File: config.mk
export PLATFORM = sky130hd
export DESIGN_NAME = vc_pop_arbiter
export DESIGN_NICKNAME = d
export VERILOG_FILES = /design/src/rtl/vc_pop_arbiter.sv
export SDC_FILE = /design/constraint.sdc
export NUM_CORES = 1
export LEC_CHECK = 0
export ABC_CLOCK_PERIOD_IN_PS = 3800
export BUFFER_PORTS_ARGS = -buffer_cell sky130_fd_sc_hd__buf_2
export CORE_MARGIN = 4
export CORE_UTILIZATION = 40
export DETAILED_ROUTE_END_ITERATION = 6
export GPL_ROUTABILITY_DRIVEN = 0
export SYNTH_ARGS = -nofsm -noshare
export SYNTH_HDL_FRONTEND = slang
export SYNTH_SLANG_ARGS = --single-unit
File: constraint.sdc
create_clock -name clk -period 3.8 [get_ports clk]
set_clock_uncertainty 0.1 [all_clocks]
set_input_delay 0.19 -clock clk [delete_from_list [all_inputs] [get_ports clk]]
set_output_delay 0.19 -clock clk [all_outputs]
set_load 0.005 [all_outputs]
File: src/rtl/vc_pop_arbiter.sv
// vc_pop_arbiter
// Picks at most one of VC0/VC1 to pop each cycle. VC0 has strict priority,
// but VC1 is forced through after STARVE_MAX consecutive VC0 wins while it
// was eligible. A VC is eligible only when it is non-empty and its head
// word's destination FIFO is not almost-full. Pops are combinational. The
// mux select, destination select and valid are registered so that they
// line up with the 1-cycle FIFO read latency.
module vc_pop_arbiter #(
    parameter int STARVE_MAX = 4,
    parameter int SC_W       = 3,
    parameter int CNT_W      = 8
) (
    input  logic             clk,
    input  logic             reset_L,
    input  logic             enable,
    input  logic             VC0_empty,
    input  logic             VC1_empty,
    input  logic             VC0_head_dest,
    input  logic             VC1_head_dest,
    input  logic             D0_almost_full,
    input  logic             D1_almost_full,
    output logic             VC0_pop,
    output logic             VC1_pop,
    output logic             mux_sel,
    output logic             dest_sel,
    output logic             data_valid,
    output logic [CNT_W-1:0] VC0_grants,
    output logic [CNT_W-1:0] VC1_grants,
    output logic             busy
);

    typedef enum logic [0:0] {
        ST_IDLE = 1'b0,
        ST_ARB  = 1'b1
    } state_t;

    localparam logic [SC_W-1:0]  STARVE_MAX_C = SC_W'(STARVE_MAX);
    localparam logic [CNT_W-1:0] CNT_MAX_C    = {CNT_W{1'b1}};

    state_t             state_r;
    logic               busy_r;
    logic [SC_W-1:0]    starve_cnt_r;
    logic               mux_sel_r;
    logic               dest_sel_r;
    logic               data_valid_r;
    logic [CNT_W-1:0]   vc0_grants_r;
    logic [CNT_W-1:0]   vc1_grants_r;

    logic               e0_s;
    logic               e1_s;
    logic               arb_active_s;
    logic               grant0_s;
    logic               grant1_s;

    // A VC may go only if it has a word and that word's target FIFO has room.
    function automatic logic is_eligible(
        input logic empty,
        input logic head_dest,
        input logic d0_af,
        input logic d1_af
    );
        logic dest_af;
        dest_af = head_dest ? d1_af : d0_af;
        return (!empty) && (!dest_af);
    endfunction

    // Saturating increment for the per-VC grant counters (never wraps).
    function automatic logic [CNT_W-1:0] cnt_inc(input logic [CNT_W-1:0] v);
        logic [CNT_W-1:0] r;
        if (v == CNT_MAX_C) begin
            r = v;
        end else begin
            r = v + CNT_W'(1);
        end
        return r;
    endfunction

    assign e0_s         = is_eligible(VC0_empty, VC0_head_dest, D0_almost_full, D1_almost_full);
    assign e1_s         = is_eligible(VC1_empty, VC1_head_dest, D0_almost_full, D1_almost_full);
    assign arb_active_s = (state_r == ST_ARB) && enable;

    // Grant decision: VC0 priority with a forced VC1 turn once starvation hits the limit.
    always_comb begin
        grant0_s = 1'b0;
        grant1_s = 1'b0;
        if (arb_active_s) begin
            case ({e0_s, e1_s})
                2'b10: grant0_s = 1'b1;
                2'b01: grant1_s = 1'b1;
                2'b11: begin
                    if (starve_cnt_r == STARVE_MAX_C) begin
                        grant1_s = 1'b1;
                    end else begin
                        grant0_s = 1'b1;
                    end
                end
                default: begin
                    grant0_s = 1'b0;
                    grant1_s = 1'b0;
                end
            endcase
        end else begin
            grant0_s = 1'b0;
            grant1_s = 1'b0;
        end
    end

    assign VC0_pop = grant0_s;
    assign VC1_pop = grant1_s;

    // Control FSM: arbitrate only while the upstream state machine reports active.
    always_ff @(posedge clk) begin
        if (!reset_L) begin
            state_r <= ST_IDLE;
            busy_r  <= 1'b0;
        end else begin
            case (state_r)
                ST_IDLE: begin
                    if (enable) begin
                        state_r <= ST_ARB;
                        busy_r  <= 1'b1;
                    end else begin
                        state_r <= ST_IDLE;
                        busy_r  <= 1'b0;
                    end
                end
                ST_ARB: begin
                    if (!enable) begin
                        state_r <= ST_IDLE;
                        busy_r  <= 1'b0;
                    end else begin
                        state_r <= ST_ARB;
                        busy_r  <= 1'b1;
                    end
                end
                default: begin
                    state_r <= ST_IDLE;
                    busy_r  <= 1'b0;
                end
            endcase
        end
    end

    // Starvation tracking: counts VC0 wins that VC1 could have taken; kept across IDLE.
    always_ff @(posedge clk) begin
        if (!reset_L) begin
            starve_cnt_r <= {SC_W{1'b0}};
        end else if (grant1_s) begin
            starve_cnt_r <= {SC_W{1'b0}};
        end else if (grant0_s && e1_s) begin
            if (starve_cnt_r >= STARVE_MAX_C) begin
                starve_cnt_r <= STARVE_MAX_C;
            end else begin
                starve_cnt_r <= starve_cnt_r + SC_W'(1);
            end
        end else begin
            starve_cnt_r <= starve_cnt_r;
        end
    end

    // Output stage: tag the word arriving next cycle with its source VC and destination.
    always_ff @(posedge clk) begin
        if (!reset_L) begin
            mux_sel_r    <= 1'b0;
            dest_sel_r   <= 1'b0;
            data_valid_r <= 1'b0;
        end else if (grant0_s) begin
            mux_sel_r    <= 1'b0;
            dest_sel_r   <= VC0_head_dest;
            data_valid_r <= 1'b1;
        end else if (grant1_s) begin
            mux_sel_r    <= 1'b1;
            dest_sel_r   <= VC1_head_dest;
            data_valid_r <= 1'b1;
        end else begin
            mux_sel_r    <= mux_sel_r;
            dest_sel_r   <= dest_sel_r;
            data_valid_r <= 1'b0;
        end
    end

    // Per-VC grant statistics, saturating at all-ones.
    always_ff @(posedge clk) begin
        if (!reset_L) begin
            vc0_grants_r <= {CNT_W{1'b0}};
            vc1_grants_r <= {CNT_W{1'b0}};
        end else begin
            if (grant0_s) begin
                vc0_grants_r <= cnt_inc(vc0_grants_r);
            end else begin
                vc0_grants_r <= vc0_grants_r;
            end
            if (grant1_s) begin
                vc1_grants_r <= cnt_inc(vc1_grants_r);
            end else begin
                vc1_grants_r <= vc1_grants_r;
            end
        end
    end

    assign mux_sel    = mux_sel_r;
    assign dest_sel   = dest_sel_r;
    assign data_valid = data_valid_r;
    assign VC0_grants = vc0_grants_r;
    assign VC1_grants = vc1_grants_r;
    assign busy       = busy_r;

endmodule

Word level (Yosys, flattened, before mapping)
Cells that the tools add are included.

cells by class
  muxes and demuxes = 14
  bitwise gates (word level) = 3
  reduce and logical (&&, ||, !) cells = 13
  magnitude comparators = 1
  $add $sub $neg = 3
  equality and inequality tests = 6

operators by type and width
  kind                 count
  $add 8x1->8 const B  2
  $eq 8x8->1 const B   2
  $mux 1               11
  $eq 2x2->1 const B   2
  $logic_and 1x1->1    4
  $logic_not 1->1      4
  $pmux 1 s2           2
  $reduce_and 2->1     2
  $reduce_or 2->1      2
  $add 3x1->3 const B  1
  $eq 3x3->1 const B   1
  $ge 3x3->1 const B   1
  $mux 3               1
  $not 1->1            3
  $eq 2x1->1 const B   1
  $reduce_bool 2->1    1

storage, ports and cells
  output and inout bits = 22
  register bits = 23
  bits of input ports = 9
  logic and storage cells = 47

Longest topological paths before layout
Gate-level depths: netlist of run 1.

  depth in word-level cells = 8
  gate-level depth with buffers = 7
  gate-level depth less buffers = 6

Worst setup path after synthesis of run 1
OpenSTA, ideal clock, no wires.

  path kind = flip-flop to flip-flop
  start = reg starve_cnt_r[0]
  end = reg vc1_grants_r[0], in the netlist VC1_grants[0]
  data required time = 3,576 ps
  cell stages (with the launch flop) = 8
  library setup time = 124 ps
  buffers on the path = 1
  setup slack = 2,117 ps
  arrival = 1,459 ps
  path through = dfxtp_1 > inv_1 > ha_1 > a21o_1 > o211ai_1 > buf_2 > nor2_1 > mux2i_1

on the way
  longest elaborated chain between the ends = 5

ends and longest elaborated chain
  what                               RTL line  RTL
  start: declaration                 42        logic [SC_W-1:0] starve_cnt_r;
  start signal: assignment           147       starve_cnt_r <= {SC_W{1'b0}};
  start signal: assignment           149       starve_cnt_r <= {SC_W{1'b0}};
  start signal: assignment           154       starve_cnt_r <= starve_cnt_r + SC_W'(1);
  $eq 3x3->1                         91        if (starve_cnt_r == STARVE_MAX_C) begin
  $mux 1                             91
  $pmux 1 s2                         87        case ({e0_s, e1_s})
  $mux 1                             86        if (arb_active_s) begin
  $reduce_and 2->1 (no source line)  -
  end signal: assignment             186       vc1_grants_r <= {CNT_W{1'b0}};
  end signal: assignment             194       vc1_grants_r <= cnt_inc(vc1_grants_r);
  end signal: assignment             196       vc1_grants_r <= vc1_grants_r;
  end: declaration                   47        logic [CNT_W-1:0] vc1_grants_r;

No other way between the ends.
A chain may end at the register's enable or synchronous reset.

Final worst setup path of run 1
  start = reg starve_cnt_r[0]
  end = out VC1_pop

on the way
  longest elaborated chain between the ends = 4

ends and longest elaborated chain
  what              RTL line  RTL
  $eq 3x3->1        91
  $mux 1            91
  $pmux 1 s2        87
  $mux 1            86
  end: declaration  23        output logic VC1_pop,

No other way between the ends.

==> results.rst, run 1 <==
.. list-table::
   :header-rows: 1

   * - Metric
     - Value
   * - Outcome
     - completed
   * - Routed len/inst
     - 13.3 um
   * - Leading cell types by count after synthesis
     - 23 x sky130_fd_sc_hd__dfxtp_1, 19 x sky130_fd_sc_hd__nand2_1, 9 x sky130_fd_sc_hd__a21oi_1, 9 x sky130_fd_sc_hd__mux2i_1
   * - Avg Synthesized Cell Area
     - 8.68 sq um
   * - Peak Freq
     - around 400 MHz
   * - Die height
     - ~64 um
   * - Ratio of final minimum period to clock period
     - ~66%
   * - Total die area
     - 4030 sq um
   * - Depth of the worst register-to-register path
     - 6
   * - Predominant post-synthesis flop cell
     - sky130_fd_sc_hd__dfxtp_1
   * - DRC
     - 0
   * - Cell count after placement
     - roughly 200
   * - Number of warnings reported in the yosys synthesis log
     - 0
   * - Total global routing overflow
     - 0
   * - Mean number of vias per cell
     - 5.63
   * - Final-report hold violation count
     - 0
   * - Final design instance area without fill
     - 1420 sq um
   * - Global-route wire length before repair
     - 4740 um
   * - Die width
     - 63.5 um
   * - # resized after CTS
     - 0
   * - Cell taking the most area after synthesis
     - sky130_fd_sc_hd__dfxtp_1
   * - CP startpoint kind
     - flip-flop
   * - FF+latch count, synth
     - 23
   * - Launch point of the worst reg-to-reg path
     - starve_cnt_r[0]
   * - # port buffers
     - 30
   * - Total of endpoints with negative setup slack in the final report
     - 0
   * - Max-slew violation count
     - 0
   * - Number of standard-cell rows in the floorplan
     - 19
   * - Share of post-route cells with drive strength above 1
     - 23.4%
   * - Antenna diodes
     - 0
   * - Top-area cell type share of the netlist area
     - 37.4%
   * - Worst Setup Path Type
     - reg -> out
   * - Part of the Yosys area used for sequential elements
     - 37.4%
   * - Worst hold slack after final layout
     - just under 0.1 ns
   * - Post-CTS Hold Buffers
     - 1
   * - Post-synthesis cell count
     - 142
   * - Leakage
     - between 0.5 and 0.6 nW
   * - Peak supply drop
     - 0.178 mV
   * - Placed wire-length estimate
     - 2010 um
   * - Critical R2R Capture
     - dest_sel
   * - Total power density per cell area
     - 275 nW/um^2
   * - Post-place instance area
     - about 1400 sq um
   * - Endpoint kind of the worst setup timing path
     - output pin
   * - EDFF count, synth
     - 0
   * - Maximum fanout count along the critical path
     - 15
   * - Hold EP
     - starve_cnt_r[0]
   * - Clock input transition at the sequential cells of the worst setup and hold paths
     - 0.14 ns
   * - Area contributors post-synth
     - sky130_fd_sc_hd__dfxtp_1 37%, sky130_fd_sc_hd__mux2i_1 7.3%, sky130_fd_sc_hd__nand2_1 5.8%
   * - Clock tree sinks
     - 23
   * - TritonCTS clock tree
     - built
   * - Slew at the pin closest to its max-slew limit
     - 1.17 ns
   * - Arrival time of the worst setup path
     - 2.21 ns
   * - Number of max-cap violations
     - 0
   * - Unrepaired setup endpoints after global routing
     - no
   * - Number of antenna violations at the first check in global routing
     - 0
   * - Number of cells traversed by the worst hold path
     - 4
   * - Hold/Removal Path Class
     - in -> reg
   * - Core region area
     - between 2000 and 3000 sq um
   * - Sum of negative setup slack
     - 0 ns
   * - FF-to-FF setup slack
     - 1.58 ns
   * - Post-synth cell types
     - 39
   * - Post-layout min period
     - between 2 and 3 ns
   * - Startpoint of the worst hold path
     - VC0_empty
   * - Post-synthesis to final-layout area growth
     - 14.8%
   * - Data required, critical path
     - 3.51 ns
   * - FFs w/ async S/R, synth
     - 0%
   * - Top-level I/O count
     - 31
   * - Violation count after the first detailed-route iteration
     - 41
   * - Total number of vias
     - 1138
   * - Worst slew margin relative to its limit
     - about a fifth
   * - TritonCTS buffer count
     - 3
   * - Source-to-sink clock delay at the later pin of the worst-skew pair
     - 0.32 ns
   * - Via count of the first global-routing pass
     - around 1000
   * - Maximum level of the CTS H-tree
     - 1
   * - Final wirelength
     - 2690 um
   * - Worst setup slack after layout
     - 1.30 ns
   * - All-Layer GR Usage
     - 14.2%
   * - Max Root-Sink Buffers
     - 2
   * - Cell area after synthesis
     - 1230 sq um
   * - Count of placed standard cells in the final layout, fillers left out
     - 202
   * - Pin count of the biggest net entering global routing
     - 22
   * - Post-route antenna net violation count
     - 0
   * - Total iterations of the first detailed-routing run
     - 4
   * - Post-placement setup slack
     - 1.54 ns
   * - Count leader, synth
     - sky130_fd_sc_hd__dfxtp_1
   * - Effective utilization at floorplan
     - 43.2%
   * - Number of setup buffers added after CTS
     - 0
   * - Root buffer cell
     - sky130_fd_sc_hd__clkbuf_4
   * - Syn Nets
     - approximately 160
   * - Final #Nets
     - between 150 and 200
==> layer usage <==
layer  global-route usage [%]  share of wire, %  up-vias
met5                        0                 0        -
met2                     23.7                44       23
li1                         -                 -      583
met3                     5.33               5.6        2
met4                     2.43              0.63        0
met1                     17.6                50      530
==> logic make-up (layout without fill, tap and decap cells) <==
group / count (synthesis) / in the layout / share of synthesized area, %
adder cells (fa/ha/maj): 4 / 4 / 4.06
flip-flops: 23 / 23 / 37.4
buffers and inverters: 12 / 41 / 5.38
multiplexers: 11 / 11 / 9.44
AO/OA/AOI/OAI: 25 / 25 / 13.6
AND/OR/NAND/NOR: 67 / 67 / 30.2
==> power by group <==
group	leakage [nW]	switching, W	internal (W)
Sequential	0.186	0.00000137	0.000243
Clock	0.0177	0.0000754	0.0000394
Combinational	0.366	0.0000168	0.0000130
Total	0.569	0.0000935	0.000295
==> state kept, by name, indices dropped and copies added (netlist names) <==
| name | cells |
|---|---|
| VC0_grants | 8 |
| VC1_grants | 8 |
| starve_cnt_r | 3 |
| busy | 1 |
| data_valid | 1 |
| dest_sel | 1 |
| mux_sel | 1 |
==> through the flow <==
step | power (W) | utilization, %
after global placement | 0.000278 | 48.3
after global routing | 0.000408 | 49.6
after detailed placement | 0.000279 | 48.3
after floorplan | 0.000268 | -
after CTS | 0.000398 | 49.6
final | 0.000389 | 49.6
==> worst max path at each step <==
| stage | from | slack, ns | cells after the start | endpoint |
|---|---|---|---|---|
| global placement | VC1_head_dest | 1.58 | 5 | dest_sel |
| detailed placement | VC1_head_dest | 1.54 | 5 | dest_sel |
| CTS | starve_cnt_r[0] | 1.27 | 6 | VC1_pop |
| finish | starve_cnt_r[0] | 1.30 | 6 | VC1_pop |
| floorplan | starve_cnt_r[0] | 2.12 | 7 | VC1_grants[0] |
| global route | starve_cnt_r[0] | 1.09 | 6 | VC0_pop |
==> layout make-up <==
type                    instances  area (sq um)
flip-flops and latches         23           460
repair buffers                 31           160
multi-input cells             107           706
fillers                       301          1440
clock buffers                   3          22.5
well taps                      31          38.8
clock inverters                 1          5.00
inverters                       6          22.5
==> worst max-delay path, cell delays in order, from the launching register on <==
cell                       delay, ns
sky130_fd_sc_hd__dfxtp_1        0.38
sky130_fd_sc_hd__inv_1          0.06
sky130_fd_sc_hd__ha_1           0.21
sky130_fd_sc_hd__a21o_1         0.18
sky130_fd_sc_hd__o211ai_1       0.75
sky130_fd_sc_hd__inv_1          0.14
sky130_fd_sc_hd__buf_2          0.17
==> placed cells by master (no fill, tap or decap), types with 2 or more instances in the layout <==
| cell type | count |
|---|---|
| sky130_fd_sc_hd__mux2i_1 | 9 |
| sky130_fd_sc_hd__nor2_1 | 5 |
| sky130_fd_sc_hd__buf_2 | 30 |
| sky130_fd_sc_hd__o211ai_1 | 2 |
| sky130_fd_sc_hd__nor2b_1 | 2 |
| sky130_fd_sc_hd__nand2b_1 | 5 |
| sky130_fd_sc_hd__or4_1 | 6 |
| sky130_fd_sc_hd__and2_1 | 2 |
| sky130_fd_sc_hd__o31ai_1 | 5 |
| sky130_fd_sc_hd__nor3_1 | 5 |
| sky130_fd_sc_hd__inv_1 | 6 |
| sky130_fd_sc_hd__dfxtp_1 | 23 |
| sky130_fd_sc_hd__a21oi_1 | 9 |
| sky130_fd_sc_hd__nand2_1 | 19 |
| sky130_fd_sc_hd__ha_1 | 4 |
| sky130_fd_sc_hd__nand4_1 | 4 |
| sky130_fd_sc_hd__o41ai_1 | 3 |
| sky130_fd_sc_hd__nand3_1 | 6 |
| sky130_fd_sc_hd__nor4_1 | 4 |
| sky130_fd_sc_hd__o21ai_0 | 2 |
| sky130_fd_sc_hd__clkbuf_4 | 3 |
Note: power is estimated with default switching activity, not from simulation.
==> run 2, diff against run 1 <==
- ABC_CLOCK_PERIOD_IN_PS: 3800 -> 2300
- PLACE_DENSITY: not set -> 0.65
- clock period: 3.8 -> 2.3 ns (I/O delays scaled with it)
==> results.rst, run 2 (synthesized netlist as in run 1, its figures left out) <==
.. list-table::
   :header-rows: 1

   * - Metric
     - Value
   * - Routed len/inst
     - 13.0 um (was 13.3 um)
   * - Total die area
     - 4030 sq um (unchanged)
   * - Post-layout min period
     - 1.94 ns
   * - Global-route wire length before repair
     - 4490 um (was 4740 um)
   * - Antenna diodes
     - 0 (unchanged)
   * - Maximum level of the CTS H-tree
     - 1 (unchanged)
   * - Global routing met2 resource utilization
     - 22.0% (was 23.7%)
   * - CP startpoint kind
     - flip-flop (unchanged)
   * - Fraction of power consumed by sequential logic
     - 63.0% (was 62.9%)
   * - Pin count of the biggest net entering global routing
     - 22 (unchanged)
   * - Arrival time of the worst setup path
     - 1.73 ns (was 2.21 ns)
   * - Total number of vias
     - 1144 (was 1138)
   * - Share of post-route cells with drive strength above 1
     - 23.7% (was 23.4%)
   * - Mean number of vias per cell
     - 5.61 (was 5.63)
   * - Fraction of met3 tracks used by global routing
     - 4.44% (was 5.33%)
   * - Number of standard-cell rows in the floorplan
     - 19 (unchanged)
   * - Source-to-sink clock delay at the later pin of the worst-skew pair
     - 0.31 ns (was 0.32 ns)
   * - Worst slew margin relative to its limit
     - 71.1% (was 21.1%)
   * - Clock group share of total power
     - 29.4% (was 29.5%)
   * - Total power after layout
     - 0.000641 W (was 0.000389 W)
   * - Core region area
     - 2850 sq um (unchanged)
   * - Internal
     - 0.000491 W (was 0.000295 W)
   * - Power spent charging and discharging nets
     - 0.000150 W (was 0.0000935 W)
   * - TritonCTS buffer count
     - 3 (unchanged)
   * - Data required, critical path
     - 2.09 ns (was 3.51 ns)
   * - FF-to-FF setup slack
     - 0.50 ns (was 1.58 ns)
   * - Peak supply drop
     - 0.312 mV (was 0.178 mV)
   * - Hold/Removal Path Class
     - in -> reg (unchanged)
   * - Violation count after the first detailed-route iteration
     - 25 (was 41)
   * - Top-level I/O count
     - 31 (unchanged)
   * - Slew at the pin closest to its max-slew limit
     - 0.433 ns (was 1.17 ns)
   * - Peak Freq
     - 515 MHz
   * - Post-synthesis to final-layout area growth
     - 15.9% (was 14.8%)
   * - Via count of the first global-routing pass
     - 1024 (was 1048)
   * - Final-report hold violation count
     - 0 (unchanged)
   * - Die height
     - 63.5 um (unchanged)
   * - Commonest non-fill, non-tap cells in the layout
     - 30 x sky130_fd_sc_hd__buf_2, 23 x sky130_fd_sc_hd__dfxtp_1, 19 x sky130_fd_sc_hd__nand2_1 (unchanged)
   * - Clock input transition at the sequential cells of the worst setup and hold paths
     - 0.12 ns (was 0.14 ns)
   * - Cells along the critical path
     - inv_1, ha_1, a21o_1, o211ai_1, buf_4, inv_1, buf_2 (was inv_1, ha_1, a21o_1, o211ai_1, inv_1, buf_2)
   * - Number of antenna violations at the first check in global routing
     - 0 (unchanged)
   * - Most congested layer reported by global routing
     - met2 (unchanged)
   * - Endpoint kind of the worst setup timing path
     - output pin (unchanged)
   * - All-Layer GR Usage
     - 13.6% (was 14.2%)
   * - Total of endpoints with negative setup slack in the final report
     - 0 (unchanged)
   * - Total iterations of the first detailed-routing run
     - 4 (unchanged)
   * - CP max-delay cell
     - sky130_fd_sc_hd__dfxtp_1 (was sky130_fd_sc_hd__o211ai_1)
   * - Final wirelength
     - 2650 um (was 2690 um)
   * - Clock tree sinks
     - 23 (unchanged)
   * - Ratio of final minimum period to clock period
     - 84.4%
   * - # port buffers
     - 30 (unchanged)
   * - Outcome
     - completed (unchanged)
   * - Total global routing overflow
     - 0 (unchanged)
   * - Unrepaired setup endpoints after global routing
     - no (unchanged)
   * - Max-slew violation count
     - 0 (unchanged)
   * - Maximum fanout count along the critical path
     - 15 (unchanged)
   * - Delay of the slowest cell on the worst path
     - 0.38 ns (was 0.75 ns)
   * - Worst path most repeated cell
     - sky130_fd_sc_hd__inv_1 (unchanged)
   * - Final #Nets
     - 187 (was 185)
   * - Post-route antenna net violation count
     - 0 (unchanged)
   * - Number of setup buffers added after CTS
     - 0 (unchanged)
   * - Max Root-Sink Buffers
     - 2 (unchanged)
   * - Sum of negative setup slack
     - 0 ns (unchanged)
   * - Die width
     - 63.5 um (unchanged)
   * - Dominant delay contributor by cell family on the critical path
     - buffers and inverters (was compound AO/OA/AOI/OAI gates)
   * - Count of buffering cells on the critical path with inverters included
     - 4 (was 3)
   * - Placed wire-length estimate
     - 1990 um (was 2010 um)
   * - Effective utilization at floorplan
     - 43.2% (unchanged)
   * - Combinational fraction of design power
     - 7.7% (was 7.6%)
   * - Worst Setup Path Type
     - reg -> out (unchanged)
   * - Met1 layer usage reported by global route
     - 17.0% (was 17.6%)
   * - Proportion of total power due to net switching
     - 23.4% (was 24.0%)
   * - TritonCTS clock tree
     - built (unchanged)
   * - Most frequent standard cell in the layout excluding fill and tap cells
     - sky130_fd_sc_hd__buf_2 (unchanged)
   * - DRC
     - 0 (unchanged)
   * - Number of max-cap violations
     - 0 (unchanged)
   * - Root buffer cell
     - sky130_fd_sc_hd__clkbuf_4 (unchanged)
   * - Total power density per cell area
     - 449 nW/um^2 (was 275 nW/um^2)
   * - Leakage
     - 0.576 nW (was 0.569 nW)
==> run 2: cell types whose count changed in the layout (fill, tap and decap cells not counted) <==
cell / before / now
sky130_fd_sc_hd__clkbuf_1: 0 / 1
sky130_fd_sc_hd__buf_4: 0 / 2
sky130_fd_sc_hd__clkinv_2: 1 / 0
==> run 2: final timing paths <==
check,end,cells after the start,startpoint
worst max-delay path,VC1_pop,7,starve_cnt_r[0]
worst min register to register,starve_cnt_r[1],2,starve_cnt_r[1]
worst max register to register,VC1_grants[7],7,starve_cnt_r[0]
worst min-delay path,starve_cnt_r[1],4,VC0_empty
==> run 2: worst reg2reg max path, cell delays in order, from the launching register on <==
cell,delay [ns]
sky130_fd_sc_hd__dfxtp_1,0.35
sky130_fd_sc_hd__inv_1,0.07
sky130_fd_sc_hd__ha_1,0.17
sky130_fd_sc_hd__a21o_1,0.12
sky130_fd_sc_hd__o211ai_1,0.08
sky130_fd_sc_hd__buf_4,0.19
sky130_fd_sc_hd__or4_1,0.50
sky130_fd_sc_hd__a21oi_1,0.15
==> run 2: repair_timing <==
item / 4_1_cts / 5_1_grt
setup endpoints to repair: 0 / 0
hold endpoints to repair: 1 / 0
hold buffers: 1 / 0
resized for setup: 0 / 0
==> run 2: metrics by stage <==
step	worst slack, ns	instance area, sq um	std cells	utilization (%)	hold slack (ns)
floorplan	0.617	1230	142	-	0.137
global placement	0.551	1390	199	48.8	0.254
detailed placement	0.496	1390	199	48.8	0.254
CTS	0.322	1430	204	50.1	0.00213
global route	0.239	1430	204	50.1	0.0294
finish	0.359	1430	204	50.1	0.0351
==> run 2: power groups by stage <==
stage	sequential, W	clock [W]	combinational [W]
after floorplan	0.000413	0	0.0000301
after global placement	0.000413	0	0.0000466
after detailed placement	0.000413	0	0.0000479
after CTS	0.000404	0.000204	0.0000492
after global routing	0.000405	0.000213	0.0000552
final	0.000404	0.000188	0.0000491
==> run 2: metal layers <==
| metal | vias to the layer above | wire (um) |
|---|---|---|
| met3 | 4 | 175 |
| li1 | 581 | - |
| met1 | 527 | 1190 |
| met4 | 0 | 27 |
| met2 | 32 | 1260 |
| met5 | - | 0 |
==> run 2: area by class of cell <==
cell class	count	area [sq um]
tap	31	38.8
multi-input combinational	107	706
clock buffer	4	26.3
timing repair buffer	33	175
inverter	6	22.5
sequential	23	460
fill	287	1420
